$ cat config.mk
export PLATFORM = sky130hd
export DESIGN_NAME = reg_bank_write_arbiter
export DESIGN_NICKNAME = d
export VERILOG_FILES = /design/src/rtl/mlp_ctrl_pkg.sv /design/src/rtl/rr_priority_select.sv /design/src/rtl/reg_bank_write_arbiter.sv
export SDC_FILE = /design/constraint.sdc
export NUM_CORES = 1
export LEC_CHECK = 0
export ABC_AREA = 1
export BUFFER_PORTS_ARGS = -buffer_cell sky130_fd_sc_hd__buf_4
export CORE_UTILIZATION = 35
export DETAILED_ROUTE_END_ITERATION = 10
export MAX_ROUTING_LAYER = met4
export PLACE_DENSITY = 0.67
export SKIP_CTS_REPAIR_TIMING = 1
export SYNTH_ARGS = -nofsm -noshare
export SYNTH_HDL_FRONTEND = slang
export SYNTH_SLANG_ARGS = --single-unit
$ cat constraint.sdc
create_clock -name clk_i -period 3.2 [get_ports clk_i]
set_input_delay 0.16 -clock clk_i [delete_from_list [all_inputs] [get_ports clk_i]]
set_output_delay 0.16 -clock clk_i [all_outputs]
set_load 0.01 [all_outputs]
$ cat src/rtl/mlp_ctrl_pkg.sv
// Shared types and helpers for the MLP accelerator control path.
package mlp_ctrl_pkg;

  localparam int NumReqDefault  = 4;
  localparam int NumRegsDefault = 8;

  // Widest decode the helper supports; callers truncate to their bank size.
  localparam int OnehotMaxWidth = 256;

  typedef enum logic {
    ARB_IDLE   = 1'b0,
    ARB_LOCKED = 1'b1
  } arb_state_e;

  // Binary index to one-hot; indices beyond the supported width decode to zero.
  function automatic logic [OnehotMaxWidth-1:0] onehot_decode(input int unsigned idx);
    logic [OnehotMaxWidth-1:0] vec;
    vec    = '0;
    vec[0] = 1'b1;
    vec    = vec << idx;
    return vec;
  endfunction

endpackage

$ cat src/rtl/rr_priority_select.sv
// Rotate-and-find-first picker: first valid requester at or after ptr_i, wrapping.
module rr_priority_select
  import mlp_ctrl_pkg::*;
#(
  parameter int NumReq = NumReqDefault
) (
  input  logic [NumReq-1:0]         valid_i,
  input  logic [$clog2(NumReq)-1:0] ptr_i,
  output logic [NumReq-1:0]         grant_o,
  output logic [$clog2(NumReq)-1:0] idx_o
);

  localparam int IdW = $clog2(NumReq);

  // Scan NumReq candidates starting from the pointer and keep the first hit.
  always_comb begin
    int          cand;
    logic        found;
    logic [NumReq-1:0] shifted;
    grant_o = '0;
    idx_o   = '0;
    found   = 1'b0;
    cand    = 0;
    shifted = '0;
    for (int i = 0; i < NumReq; i++) begin
      cand = int'(ptr_i) + i;
      if (cand >= NumReq) cand = cand - NumReq;
      shifted = valid_i >> cand;
      if (!found && shifted[0]) begin
        found   = 1'b1;
        grant_o = {{(NumReq-1){1'b0}}, 1'b1} << cand;
        idx_o   = IdW'(cand);
      end
    end
  end

endmodule

$ cat src/rtl/reg_bank_write_arbiter.sv
// Round-robin write arbiter with locked multi-beat ownership in front of a register bank.
module reg_bank_write_arbiter
  import mlp_ctrl_pkg::*;
#(
  parameter int NumReq  = NumReqDefault,
  parameter int NumRegs = NumRegsDefault,
  parameter int DWidth  = 32,
  parameter int AWidth  = $clog2(NumRegs)
) (
  input  logic                       clk_i,
  input  logic                       rst_i,
  input  logic [NumReq-1:0]          req_valid_i,
  input  logic [NumReq*AWidth-1:0]   req_addr_i,
  input  logic [NumReq*DWidth-1:0]   req_data_i,
  input  logic [NumReq-1:0]          req_lock_i,
  output logic [NumReq-1:0]          req_ready_o,
  output logic [NumRegs-1:0]         reg_write_en_o,
  output logic [DWidth-1:0]          reg_write_data_o,
  output logic [$clog2(NumReq)-1:0]  grant_id_o,
  output logic                       locked_o,
  output logic                       addr_err_o
);

  localparam int IdW = $clog2(NumReq);

  arb_state_e         state_q;
  logic [IdW-1:0]     ptr_q;
  logic [IdW-1:0]     owner_q;
  logic [NumRegs-1:0] wen_q;
  logic               err_q;

  logic [NumReq-1:0]  pick_grant;
  logic [IdW-1:0]     pick_idx;
  logic [NumReq-1:0]  ready;
  logic [IdW-1:0]     gidx;
  logic               xfer;
  logic [AWidth-1:0]  addr_sel;
  logic [DWidth-1:0]  data_sel;
  logic [NumReq-1:0]  lock_shift;
  logic               lock_sel;
  logic               addr_ok;

  rr_priority_select #(
    .NumReq(NumReq)
  ) u_pick (
    .valid_i (req_valid_i),
    .ptr_i   (ptr_q),
    .grant_o (pick_grant),
    .idx_o   (pick_idx)
  );

  // Grant selection and mux of the winning requester's address/data/lock.
  always_comb begin
    ready = '0;
    if (!rst_i) begin
      if (state_q == ARB_IDLE) ready = pick_grant;
      else ready = req_valid_i & ({{(NumReq-1){1'b0}}, 1'b1} << owner_q);
    end
    xfer       = |ready;
    gidx       = (state_q == ARB_LOCKED) ? owner_q : pick_idx;
    addr_sel   = AWidth'(req_addr_i >> (32'(gidx) * AWidth));
    data_sel   = DWidth'(req_data_i >> (32'(gidx) * DWidth));
    lock_shift = req_lock_i >> gidx;
    lock_sel   = lock_shift[0];
    addr_ok    = 32'(addr_sel) < NumRegs;
  end

  // Arbitration FSM, pointer/owner tracking and the registered bank-side outputs.
  always_ff @(posedge clk_i) begin
    if (rst_i) begin
      state_q          <= ARB_IDLE;
      ptr_q            <= '0;
      owner_q          <= '0;
      wen_q            <= '0;
      err_q            <= 1'b0;
      reg_write_data_o <= '0;
      grant_id_o       <= '0;
    end else begin
      wen_q <= '0;
      err_q <= 1'b0;
      if (xfer) begin
        grant_id_o <= gidx;
        if (addr_ok) begin
          wen_q            <= NumRegs'(onehot_decode(32'(addr_sel)));
          reg_write_data_o <= data_sel;
        end else begin
          err_q <= 1'b1;
        end
        case (state_q)
          ARB_IDLE: begin
            if (lock_sel) begin
              state_q <= ARB_LOCKED;
              owner_q <= gidx;
            end else begin
              ptr_q <= (gidx == IdW'(NumReq-1)) ? '0 : gidx + 1'b1;
            end
          end
          ARB_LOCKED: begin
            if (!lock_sel) begin
              state_q <= ARB_IDLE;
              ptr_q   <= (owner_q == IdW'(NumReq-1)) ? '0 : owner_q + 1'b1;
            end
          end
          default: state_q <= ARB_IDLE;
        endcase
      end
    end
  end

  // Reset is synchronous, so a strobe captured just before reset would still be
  // presented during the reset cycle; masking here keeps the bank from being written.
  assign reg_write_en_o = wen_q & {NumRegs{~rst_i}};
  assign addr_err_o     = err_q & ~rst_i;
  assign locked_o       = (state_q == ARB_LOCKED);
  assign req_ready_o    = ready;

endmodule

* Word-level counts from Yosys, hierarchy flattened
Cells that the tools add are included.
** Word-level totals
- Logic and storage cells :: 76
- Bits of input ports :: 150
- Output and inout port bits :: 48
- Register bits after elaboration :: 47
** Cells by class
- Bitwise operators :: 5
- Reduce and logical (&&, ||, !) cells :: 10
- Add/subtract/negate cells :: 9
- Shift operators :: 13
- Multiply operators :: 1
- Magnitude comparators :: 4
- Eq/ne operators :: 4
- Muxes and demuxes :: 24
** Operator list (count)
- $mux 32 :: 4
- $shl 1x32->4 const A :: 4
- $shr 128x7->32 :: 1
- $shr 4x32->1 :: 4
- $ge 32x4->1 const B :: 3
- $sub 32x4->32 const B :: 3
- $mux 4 :: 6
- $mux 2 :: 9
- $shr 12x4->3 :: 1
- $and 8x8->8 :: 1
- $shl 1x3->8 const A :: 1
- $add 2x2->3 const B :: 2
- $reduce_and 3->1 :: 2
- $add 2x1->2 const B :: 2
- $and 4x4->4 :: 1
- $eq 2x2->1 const B :: 2
- $mul 2x2->4 const B :: 1
- $mux 1 :: 4
- $ne 2x2->1 const B :: 2
- $pmux 2 s2 :: 1
- $reduce_or 4->1 :: 1
- $shl 1x2->4 const A :: 1
- $shr 4x2->1 :: 1
- $sub 2x3->4 const B :: 1
- other kinds (6) :: 12

* Logic depth before layout (Yosys ltp)
- Depth in word-level cells :: 18
- Depth in mapped cells :: 20

* Cells and area by module
Synthesis repeated with hierarchy kept, for this count alone.
** Unflattened totals
- Cell total of the unflattened synthesis :: 557
- Area, all modules :: 3483.3 µm²
** By module, submodules not included
- reg_bank_write_arbiter :: area each 3005.4 µm², instances 1, sequential area each 940.9 µm², cells each 482
- rr_priority_select :: area each 478.0 µm², instances 1, sequential area each 0.0 µm², cells each 75

* Worst setup path after synthesis
OpenSTA, ideal clock, no wires.
- Path kind :: flip-flop to flip-flop
- Start :: register ptr_q[0]
- End :: register reg_write_data_o[16]
- Slack :: 0.679 ns
- Required time :: 3.083 ns
- Data arrival time :: 2.404 ns
- Path buffers :: 2
- Setup time :: 0.117 ns
- Cell stages (with the launch flop) :: 18
- Cell sequence :: dfxtp_1 > inv_2 > ha_1 > inv_1 > nand3_1 > inv_1 > nor2_1 > nand3_1 > nand3_1 > nand3_2 > nand2_4 > inv_4 > buf_6 > buf_2 > o21ai_0 > nand3_1 > nor2_1 > nor2_1
** Between the ends
- Longest elaborated chain between the ends :: 16
- Elaborated cells on any way between the ends :: 45
** Ends and longest elaborated chain
- start: declaration :: RTL line reg_bank_write_arbiter.sv:27 : logic [IdW-1:0] ptr_q;
- start signal: assignment :: RTL line reg_bank_write_arbiter.sv:95 : ptr_q <= (gidx == IdW'(NumReq-1)) ? '0 : gidx + 1'b1;
- start signal: assignment :: RTL line reg_bank_write_arbiter.sv:101 : ptr_q <= (owner_q == IdW'(NumReq-1)) ? '0 : owner_q + 1'b1;
- branches (longest 16 deep; another with $sub 32x4->32)
- end signal: assignment :: RTL line reg_bank_write_arbiter.sv:85 : reg_write_data_o <= data_sel;
- end: declaration :: RTL line reg_bank_write_arbiter.sv:18 : output logic [DWidth-1:0] reg_write_data_o,
Parallel ways; which one is timed is not known.
A chain may end at the register's enable or synchronous reset.

* Worst setup path after layout
- Start :: register ptr_q[0]
- End :: register wen_q[1]
** Between the ends
- Longest elaborated chain between the ends :: 18
- Elaborated cells on any way between the ends :: 49
** Ends and longest elaborated chain
- branches (longest 18 deep; another with $sub 32x4->32)
- end signal: assignment :: RTL line reg_bank_write_arbiter.sv:84 : wen_q <= NumRegs'(onehot_decode(32'(addr_sel)));
- end: declaration :: RTL line reg_bank_write_arbiter.sv:29 : logic [NumRegs-1:0] wen_q;
Parallel ways; which one is timed is not known.

==> impl_metrics.json <==
{
  "timing.rr.end": "wen_q[1]",
  "ant_nets": 0,
  "async_reset_ff_frac": 0,
  "coreArea_mm2": 0.00977,
  "period_share": 0.905,
  "fmaxAchievable_mhz": 345,
  "register_area_um2": 946,
  "crit_buf_inv": 6,
  "tightestPinTransition_ps": 1020,
  "first_pass_iters": 4,
  "numCtsBuffers": 5,
  "yosysSeqAreaShare": 0.267,
  "place.port_buffers": 196,
  "yosysUniqueCellTypes": 29,
  "grt_pass1_vias": 4267,
  "p_leak_nw": 2.77,
  "drive_gt1_frac": 0.308,
  "dieHeight_um": 102,
  "drt_iter0_markers": 154,
  "syn-instance-count": 613,
  "syn_nets": 775,
  "cp-start-kind": "register",
  "ys_top_cells_by_count": "nand2_1 (205), nor2_1 (126), nand3_1 (60)",
  "rr_worst_depth": 20,
  "critical_path.cell_chain": "inv_2, ha_4, inv_1, nand3_1, inv_1, nor2_1, nand2_1, nand2_1, nand3_1, nand3_2, nand2_4, inv_4, buf_4, nand2_1, nand2_1, nand2_1, nand2_1, inv_1, nand2_1, nor2_1",
  "multi_input_area_mm2": 0.00226,
  "setup_viol": 0,
  "worstSetupPathType": "reg -> reg",
  "grt_pass1_wl_um": 20000,
  "n_antenna_cell": 0,
  "cp_top_family": "simple AND/OR/NAND/NOR gates",
  "syn_area_per_cell_um2": 5.75,
  "crit_arrival_ps": 3090,
  "r2r-start": "ptr_q[0]",
  "ir_worst_vdd_v": 0.000439,
  "hold_viol_final": 0,
  "hold_end": "ptr_q[0]",
  "die_area_mm2": 0.0105,
  "slew_viol_final": 0,
  "hold_path_class": "in -> reg",
  "start_util": 0.361,
  "clk_pin_slew_ps": 90,
  "grt_max_degree": 46,
  "synth_flop_cell": "dfxtp_1",
  "finalNonFillerCells": 933,
  "final_nets": 961,
  "yosys-top-cells-area": "dfxtp_1 (27%), nand2_1 (22%), nor2_1 (13%)",
  "yosysMostFrequentCell": "nand2_1",
  "dp_cells": 918,
  "holdPathStages": 2,
  "grt_antenna_before_repair": 0,
  "clockRootBuffer": "clkbuf_8",
  "worst-endpoint-required_ps": 3400,
  "gp_congestion": 0.949,
  "wl_per_cell_um": 13.8,
  "finalPower_mw": 5.45,
  "cts_sinks": 47,
  "cts_tree": "done",
  "num_rows": 36,
  "synth_edf_count": 0,
  "synth_top_area_frac": 0.267,
  "path_max_fanout": 14,
  "holdCritStartpoint": "rst_i",
  "slowest_stage": "dfxtp_2",
  "wirelength_um": 12900,
  "p_per_area_mw_per_mm2": 1030,
  "crit_top_cell": "nand2_1",
  "reg2reg_slack_ps": 300,
  "period_needed_ps": 2900,
  "n_fill_cell": 1005,
  "ioPinCount": 198,
  "grt_usage": 0.249,
  "slew-limit-headroom": 0.320,
  "final.setup_skew_ps": 12.7,
  "max_stage_delay_ps": 450,
  "ys.warnings.count": 0,
  "h-tree-depth": 2,
  "yosysTopAreaCell": "dfxtp_1",
  "vias": 4484,
  "via_per_inst": 4.81,
  "clockBufferDepth": 2,
  "die_x_um": 102,
  "hpwlAfterDp_um": 9950,
  "drv_cap": 0,
  "insertion_delay_ps": 300,
  "outcome": "complete, no violations",
  "drc": 0,
  "grt-ovfl-total": 0,
  "cp-end-kind": "register",
  "syn_area_mm2": 0.00353,
  "areaGrowthSynthToFinish_pct": 49.9,
  "ys_seq_elements": 47
}
==> final cells by class <==
type                    instances  area share
repair buffers                210       0.305
flip-flops and latches         47       0.179
clock inverters                 2      0.0114
multi-input cells             493       0.428
well taps                     133      0.0315
clock buffers                   6      0.0137
inverters                      42      0.0315
==> how the worst max path moves through the flow <==
stage                   from              endpoint  slack (ps)  cells after the start
global route        ptr_q[0]              wen_q[1]          -3                     20
floorplan           ptr_q[0]  reg_write_data_o[16]         680                     17
CTS                 ptr_q[0]  reg_write_data_o[14]        -100                     17
finish              ptr_q[0]              wen_q[1]         300                     20
global placement    ptr_q[1]  reg_write_data_o[21]          90                     16
detailed placement  ptr_q[0]  reg_write_data_o[14]         -80                     17
==> kinds of logic after synthesis <==
family	share of synthesized area
AO/OA/AOI/OAI	0.0990
adder cells (fa/ha/maj)	0.0426
buffers and inverters	0.0997
other	0.00106
AND/OR/NAND/NOR	0.491
flip-flops	0.267
==> registers in the layout (all words and copies together) (netlist names) <==
name              count
reg_write_data_o     32
wen_q                 8
grant_id_o            2
owner_q               2
ptr_q                 2
locked_o              1
==> metrics by stage <==
stage | cell area, um^2 | hold slack (ps) | util | worst slack [ps] | setup TNS [ps]
floorplan | 3530 | 376 | - | 679 | 0
global placement | 5080 | 457 | 0.519 | 88.2 | 0
detailed placement | 5080 | 465 | 0.519 | -80.3 | -559
CTS | 5210 | 136 | 0.533 | -102 | -1410
global route | 5290 | 147 | 0.541 | -3.14 | -3.14
finish | 5290 | 134 | 0.541 | 304 | 0
==> where the power goes <==
group | total, mW | leakage [nW] | internal (mW) | switching [mW]
Combinational | 3.99 | 2.32 | 1.52 | 2.47
Clock | 0.517 | 0.0654 | 0.312 | 0.204
Sequential | 0.936 | 0.390 | 0.805 | 0.131
Total | 5.45 | 2.77 | 2.64 | 2.81
==> per-layer routing <==
layer / GRT usage / vias up / part of all wire
met4: 0.0835 / 0 / 0.027
met1: 0.292 / 2014 / 0.41
met5: - / - / 0
li1: - / 2293 / -
met2: 0.424 / 148 / 0.51
met3: 0.0492 / 29 / 0.057
==> layout by cell type, fill, tap and decap left out, drive strengths merged <==
| cell type | synthesis | final |
|---|---|---|
| ha | 12 | 12 |
| nand3b | 1 | 1 |
| clkinv | 1 | 1 |
| o211ai | 2 | 2 |
| o211a | 1 | 1 |
| dfxtp | 47 | 47 |
| bufinv | 0 | 2 |
| inv | 41 | 40 |
| clkbuf | 10 | 6 |
| o21ai | 55 | 55 |
| conb | 1 | 1 |
| nand3 | 67 | 67 |
| nand4 | 2 | 2 |
| nand2 | 211 | 211 |
| clkinvlp | 0 | 1 |
| buf | 22 | 210 |
| a21oi | 9 | 9 |
| nor2 | 129 | 130 |
| or2 | 2 | 2 |
(Power assumes the default switching activity.)
